**config.mk**
```make
export PLATFORM = sky130hd
export DESIGN_NAME = mem_bus_arbiter
export DESIGN_NICKNAME = d
export VERILOG_FILES = /design/src/rtl/mem_bus_pkg.sv /design/src/rtl/mem_wait_counter.sv /design/src/rtl/mem_bus_arbiter.sv
export SDC_FILE = /design/constraint.sdc
export NUM_CORES = 1
export LEC_CHECK = 0
export CAP_MARGIN = 20
export CORE_MARGIN = 4
export CORE_UTILIZATION = 37
export DETAILED_ROUTE_END_ITERATION = 12
export PLACE_DENSITY = 0.76
export SETUP_SLACK_MARGIN = 0.05
export SLEW_MARGIN = 10
export SYNTH_ARGS = -nofsm -noshare
export SYNTH_HDL_FRONTEND = slang
export SYNTH_SLANG_ARGS = --single-unit
```
**constraint.sdc**
```tcl
create_clock -name CLK -period 1.9 [get_ports CLK]
set_input_delay 0.38 -clock CLK [delete_from_list [all_inputs] [get_ports CLK]]
set_output_delay 0.38 -clock CLK [all_outputs]
set_load 0.01 [all_outputs]
```
**src/rtl/mem_bus_pkg.sv**
```systemverilog
// Shared types for the memory bus arbiter.
// Holds FSM state, grantee encoding and the wait-counter width.
package mem_bus_pkg;

    localparam int CNT_W = 4;

    typedef enum logic [1:0] {
        ST_IDLE   = 2'd0,
        ST_ACCESS = 2'd1,
        ST_HOLD   = 2'd2,
        ST_DONE   = 2'd3
    } state_t;

    typedef enum logic {
        GNT_FETCH = 1'b0,
        GNT_DATA  = 1'b1
    } gnt_t;

endpackage

```
**src/rtl/mem_wait_counter.sv**
```systemverilog
// Loadable down-counter used to time memory wait states.
// Ports: clk, rst (async clear), load/load_val, dec, zero flag.
module mem_wait_counter
    import mem_bus_pkg::*;
(
    input  logic             clk,
    input  logic             rst,
    input  logic             load,
    input  logic [CNT_W-1:0] load_val,
    input  logic             dec,
    output logic             zero
);

    logic [CNT_W-1:0] cnt;

    always_ff @(posedge clk or posedge rst) begin
        if (rst) begin
            cnt <= '0;
        end else if (load) begin
            cnt <= load_val;
        end else if (dec && cnt != '0) begin
            cnt <= cnt - 1'b1;
        end
    end

    assign zero = (cnt == '0);

endmodule

```
**src/rtl/mem_bus_arbiter.sv**
```systemverilog
// Shares one memory between instruction fetch and data load/store,
// inserting region-dependent wait states and driving OE_bar/WE_bar.
// Ports: CLK/RST, FETCH_* and DATA_* REQ/ACK requesters,
// MEM_* memory bus and strobes, BUSY while not idle.
module mem_bus_arbiter
    import mem_bus_pkg::*;
#(
    parameter logic [15:0] RAM_BASE       = 16'h8000,
    parameter int          ROM_READ_WAIT  = 1,
    parameter int          RAM_READ_WAIT  = 0,
    parameter int          RAM_WRITE_WAIT = 0
) (
    input  logic        CLK,
    input  logic        RST,
    input  logic        FETCH_REQ,
    input  logic [15:0] FETCH_ADDR,
    output logic        FETCH_ACK,
    output logic [7:0]  FETCH_DATA,
    input  logic        DATA_REQ,
    input  logic        DATA_WE,
    input  logic [15:0] DATA_ADDR,
    input  logic [7:0]  DATA_WDATA,
    output logic        DATA_ACK,
    output logic [7:0]  DATA_RDATA,
    output logic        DATA_ERR,
    output logic [15:0] MEM_ADDR,
    output logic [7:0]  MEM_WDATA,
    input  logic [7:0]  MEM_RDATA,
    output logic        MEM_OE_bar,
    output logic        MEM_WE_bar,
    output logic        BUSY
);

    localparam logic [CNT_W-1:0] ROM_RD_W = CNT_W'(ROM_READ_WAIT);
    localparam logic [CNT_W-1:0] RAM_RD_W = CNT_W'(RAM_READ_WAIT);
    localparam logic [CNT_W-1:0] RAM_WR_W = CNT_W'(RAM_WRITE_WAIT);

    state_t state, state_nx;
    gnt_t   gnt, last_gnt;
    logic   op_we, rom_wr;

    logic             grant, pick_data;
    logic [15:0]      req_addr;
    logic             req_we, req_ram;
    logic [CNT_W-1:0] wait_ld;
    logic             cnt_zero;

    // Grant decision; on a tie the side not served last wins.
    always_comb begin
        grant     = 1'b0;
        pick_data = 1'b0;
        if (state == ST_IDLE) begin
            if (FETCH_REQ && DATA_REQ) begin
                grant     = 1'b1;
                pick_data = (last_gnt == GNT_FETCH);
            end else if (FETCH_REQ) begin
                grant = 1'b1;
            end else if (DATA_REQ) begin
                grant     = 1'b1;
                pick_data = 1'b1;
            end
        end
        req_addr = pick_data ? DATA_ADDR : FETCH_ADDR;
        req_we   = pick_data & DATA_WE;
        req_ram  = (req_addr >= RAM_BASE);
        if (req_we) begin
            wait_ld = RAM_WR_W;
        end else if (req_ram) begin
            wait_ld = RAM_RD_W;
        end else begin
            wait_ld = ROM_RD_W;
        end
    end

    mem_wait_counter u_wait (
        .clk      (CLK),
        .rst      (RST),
        .load     (grant),
        .load_val (wait_ld),
        .dec      (state == ST_ACCESS),
        .zero     (cnt_zero)
    );

    always_comb begin
        state_nx = state;
        unique case (state)
            ST_IDLE:   if (grant) state_nx = ST_ACCESS;
            ST_ACCESS: if (cnt_zero) state_nx = op_we ? ST_HOLD : ST_DONE;
            ST_HOLD:   state_nx = ST_DONE;
            ST_DONE:   state_nx = ST_IDLE;
            default:   state_nx = ST_IDLE;
        endcase
    end

    always_ff @(posedge CLK or posedge RST) begin
        if (RST) begin
            state      <= ST_IDLE;
            gnt        <= GNT_FETCH;
            last_gnt   <= GNT_DATA;
            op_we      <= 1'b0;
            rom_wr     <= 1'b0;
            MEM_ADDR   <= '0;
            MEM_WDATA  <= '0;
            FETCH_DATA <= '0;
            DATA_RDATA <= '0;
        end else begin
            state <= state_nx;
            if (grant) begin
                gnt      <= pick_data ? GNT_DATA : GNT_FETCH;
                last_gnt <= pick_data ? GNT_DATA : GNT_FETCH;
                op_we    <= req_we;
                // ROM writes run the normal timing but never strobe WE
                rom_wr   <= req_we & ~req_ram;
                MEM_ADDR <= req_addr;
                if (pick_data) MEM_WDATA <= DATA_WDATA;
            end
            if (state == ST_ACCESS && cnt_zero && !op_we) begin
                if (gnt == GNT_DATA) begin
                    DATA_RDATA <= MEM_RDATA;
                end else begin
                    FETCH_DATA <= MEM_RDATA;
                end
            end
        end
    end

    // Strobes decode straight from state so reset releases them at once
    assign MEM_OE_bar = !(state == ST_ACCESS && !op_we);
    assign MEM_WE_bar = !(state == ST_ACCESS && op_we && !rom_wr);
    assign FETCH_ACK  = (state == ST_DONE) && (gnt == GNT_FETCH);
    assign DATA_ACK   = (state == ST_DONE) && (gnt == GNT_DATA);
    assign DATA_ERR   = DATA_ACK && rom_wr;
    assign BUSY       = (state != ST_IDLE);

endmodule

```
==> impl_summary.txt <==
----------------------------------------------------
[Finish]
  Seq. cell area ... between 1000 and 1500 µm²
  Antenna cells ... 0
  Cell Count, Final, Fillers Out ... between 300 and 400
  Net total in the final layout ... roughly 350
  Count of filler cells inserted in the layout ... about 470
  Area growth from synthesis to layout ... 58.3%
  Share of layout cells above drive strength 1 ... a little under a fifth
  Area used by multi-input combinational logic ... between 900 and 1000 µm²

[STA]
  Fraction of the cycle the final worst path needs ... roughly 94%
  Final slew viol count ... 0
  Count of endpoints failing setup in the final report ... 0
  Skew final ... between 0.004 and 0.005 ns
  Setup repair after global routing missed its margin ... yes
  Setup TNS after final layout ... 0 ns
  Actual transition at the worst max-transition pin ... around 0.26 ns
  Relative slew margins ... roughly 83%
  FMAX ... roughly 560 MHz
  Final critical-path setup slack ... 0.113 ns
  Final hold violation count ... 0
  Crit path time final ... 1.79 ns

[Die]
  Width of the die ... approximately 85 µm
  Core area ... roughly 5600 µm²
  Standard-cell row count ... 27
  Die Height ... 85.0 µm
  IO Count ... just under 100
  Initial Utilization ... 38.9%
  Die footprint ... 7230 µm²

[Critical path]
  Flop2flop setup slack ... about 0.11 ns
  Signal arrival time at the worst endpoint ... slightly below 2 ns
  Category of the worst setup path capture point ... flop
  Number of cells on the worst reg-to-reg path ... 6
  Path type of the worst setup path ... flop to flop
  Data required time of the worst path ... 2.08 ns
  Crit path launch type ... flop
  Largest fanout of any net on the critical path ... 8
  Launch instance of the worst register-to-register path ... u_wait.cnt[0]
  End of the worst register-to-register path ... FETCH_DATA[5]

[Worst hold path]
  Worst hold-check path type ... primary input to async pin

[Global route]
  Vias in the first global route ... between 1.5k and 2k
  Global Route met1 Usage ... 15.8%
  Total GRT Usage ... around 14%
  Met2 GRT Util ... between 20% and 30%
  Busiest layer in global routing ... met2
  Total grt overflow ... 0
  First-pass GRT wire length ... 8.15 mm
  Initial antenna violation count ... 0
  Met3 track demand over resource in global routing ... 5.05%
  Maximum number of pins on one net before global-route repair ... 51

[Placed design]
  Count of input and output buffers ... 98
  Pre-CTS setup slack ... 0.0657 ns
  Cell count after placement ... between 300 and 400
  Weighted congestion at the end of routability-driven global placement ... between 0.7 and 0.8
  HPWL after detailed placement ... 3.74 mm

[Logic synthesis]
  Net Count, Synth ... 240
  Cell area after technology mapping ... between 2000 and 2500 µm²
  Post-synthesis sequential element count ... 50
  Area share of the largest cell type after synthesis ... between 50% and 60%
  Synthesized area per cell ... 12.1 µm²
  Sequential share of the synthesized area ... approximately 57%
  Number of enable flip-flop cells after synthesis ... 0
  Top cell type by total area after synthesis ... sky130_fd_sc_hd__dfrtp_1
  Proportion of synthesized flip-flops having asynchronous set or reset ... 100%
  Main area contributors after synthesis ... sky130_fd_sc_hd__dfrtp_1 56%, sky130_fd_sc_hd__mux2_2 12%, sky130_fd_sc_hd__mux2i_1 8.2%, sky130_fd_sc_hd__o21ai_0 4.3%, sky130_fd_sc_hd__nand2_1 4.1%
  Synth top cells by count ... 49 x sky130_fd_sc_hd__dfrtp_1, 24 x sky130_fd_sc_hd__mux2_2, 24 x sky130_fd_sc_hd__nand2_1
  Synth Instances ... 182
  Ys Warns ... 0
  Cell variety after synth ... 31
  Top FF cell, synth ... sky130_fd_sc_hd__dfrtp_1
  Most repeated cell in the gate-level netlist after synthesis ... sky130_fd_sc_hd__dfrtp_1

[Status]
  Run status ... finished clean

[Clock tree]
  H-tree levels ... 2
  Clock latency of the later-clocked register in the worst-skew pair ... just under 0.3 ns
  TritonCTS sink count ... 50
  Clock slew at the register clock pins of the worst setup and hold paths ... approximately 0.080 ns
  Clock buffer count from CTS ... 5
  CTS tree ... yes
  Root buffer selected by CTS ... sky130_fd_sc_hd__clkbuf_8
  CTS max path bufs ... 2

[Detailed routing]
  Antenna Nets Post-Route ... 0
  Routed wirelength normalized by instance count ... about 14 µm
  Total detailed-routing wirelength ... 4.93 mm
  Total number of vias ... about 1.7k
  Pre-Repair DR Iteration Count ... 4
  Number of DRC violations after detailed routing ... 0
  Post-DR vias/cell ... between 4 and 5
  Iteration-0 DRC Markers ... between 40 and 50

[Power]
  Peak VDD IR ... 0.000627 V
  Leak pwr ... between 1 and 1.5 nW
  Power density over cell area ... around 1500 nW/µm²

[Run]
  Max-capacitance violation count ... 0

----------------------------------------------------
-- timing repair --
action / CTS / global route
gates resized for setup: 11 / 4
endpoints found under the setup margin: 7 / 20
hold buffers: 0 / 0
buffers inserted: 0 / 1
-- registers in the layout, summed over array words and instances (netlist names) --
register    count
DATA_RDATA      8
rom_wr          1
u_wait.cnt      4
MEM_WDATA       8
last_gnt        1
gnt             1
MEM_ADDR       16
FETCH_DATA      8
op_we           1
state           2
-- power by group --
group / switching, W / internal, W / leakage, nW
registers: 0.000314 / 0.00159 / 0.608
clock network: 0.000333 / 0.000260 / 0.0452
logic: 0.00110 / 0.00156 / 0.825
-- per-layer routing --
| layer | up-vias | wire length (µm) |
|---|---|---|
| li1 | 835 | - |
| met1 | 818 | 1990 |
| met2 | 69 | 2410 |
| met3 | 10 | 448 |
| met4 | 0 | 80 |
| met5 | - | 0 |
-- worst max-delay path by stage --
stage                              from             to  slack (ns)  cells past startpoint
after floorplan           u_wait.cnt[0]  FETCH_DATA[0]        0.08                      6
after global placement         state[1]     MEM_OE_bar        0.11                      4
after detailed placement  u_wait.cnt[0]       state[0]        0.07                      7
after CTS                      state[1]           BUSY        0.04                      4
after global routing      u_wait.cnt[1]  FETCH_DATA[5]        0.02                      6
final                     u_wait.cnt[0]  FETCH_DATA[5]        0.11                      6
-- cells by family (layout without fill, tap and decap cells) --
| family | after synthesis | after routing | share of synthesized area [%] |
|---|---|---|---|
| flops | 50 | 50 | 57.0 |
| simple gates | 43 | 43 | 9.18 |
| mux | 42 | 42 | 20.5 |
| compound gates | 26 | 26 | 6.61 |
| buf+inv | 13 | 121 | 2.62 |
| fa+ha+maj | 5 | 5 | 2.85 |
| xor+xnor | 3 | 3 | 1.20 |
-- layout make-up --
class,instances,share of cell area [%]
clock buffers,6,2.09
clock inverters,2,0.396
inverters,7,0.756
multi-input cells,119,27.0
flip-flops and latches,50,36.0
well taps,72,2.59
repair buffers,106,31.2
-- stage by stage --
step / power (W) / hold WS, ns / cell area [µm²] / util [%]
finish: 0.00516 / 0.434 / 3480 / 61.6
global placement: 0.00447 / 0.460 / 3350 / 59.4
detailed placement: 0.00454 / 0.472 / 3350 / 59.4
floorplan: 0.00313 / 0.455 / 2200 / -
CTS: 0.00518 / 0.436 / 3460 / 61.3
global route: 0.00554 / 0.461 / 3480 / 61.6
-- worst max-delay path, cell delays in order, from the launching register on --
cell,delay (ns)
sky130_fd_sc_hd__dfrtp_1,0.40
sky130_fd_sc_hd__inv_2,0.07
sky130_fd_sc_hd__ha_1,0.16
sky130_fd_sc_hd__or3b_4,0.41
sky130_fd_sc_hd__nor3_4,0.17
sky130_fd_sc_hd__buf_12,0.15
sky130_fd_sc_hd__mux2_2,0.32
-- placed cells by master (no fill, tap or decap), types with 2 or more instances in the layout --
| cell | instances |
|---|---|
| sky130_fd_sc_hd__clkdlybuf4s50_1 | 92 |
| sky130_fd_sc_hd__dfrtp_1 | 49 |
| sky130_fd_sc_hd__nand2_1 | 24 |
| sky130_fd_sc_hd__mux2_2 | 24 |
| sky130_fd_sc_hd__o21ai_0 | 19 |
| sky130_fd_sc_hd__mux2i_1 | 18 |
| sky130_fd_sc_hd__nor2_1 | 7 |
| sky130_fd_sc_hd__dlygate4sd2_1 | 6 |
| sky130_fd_sc_hd__clkbuf_8 | 5 |
| sky130_fd_sc_hd__inv_1 | 4 |
| sky130_fd_sc_hd__buf_12 | 4 |
| sky130_fd_sc_hd__buf_4 | 4 |
| sky130_fd_sc_hd__inv_2 | 3 |
| sky130_fd_sc_hd__ha_1 | 3 |
| sky130_fd_sc_hd__nand3_1 | 2 |
| sky130_fd_sc_hd__xor2_1 | 2 |
| sky130_fd_sc_hd__a21o_1 | 2 |
| sky130_fd_sc_hd__ha_4 | 2 |
Note: power is estimated with default switching activity, not from simulation.
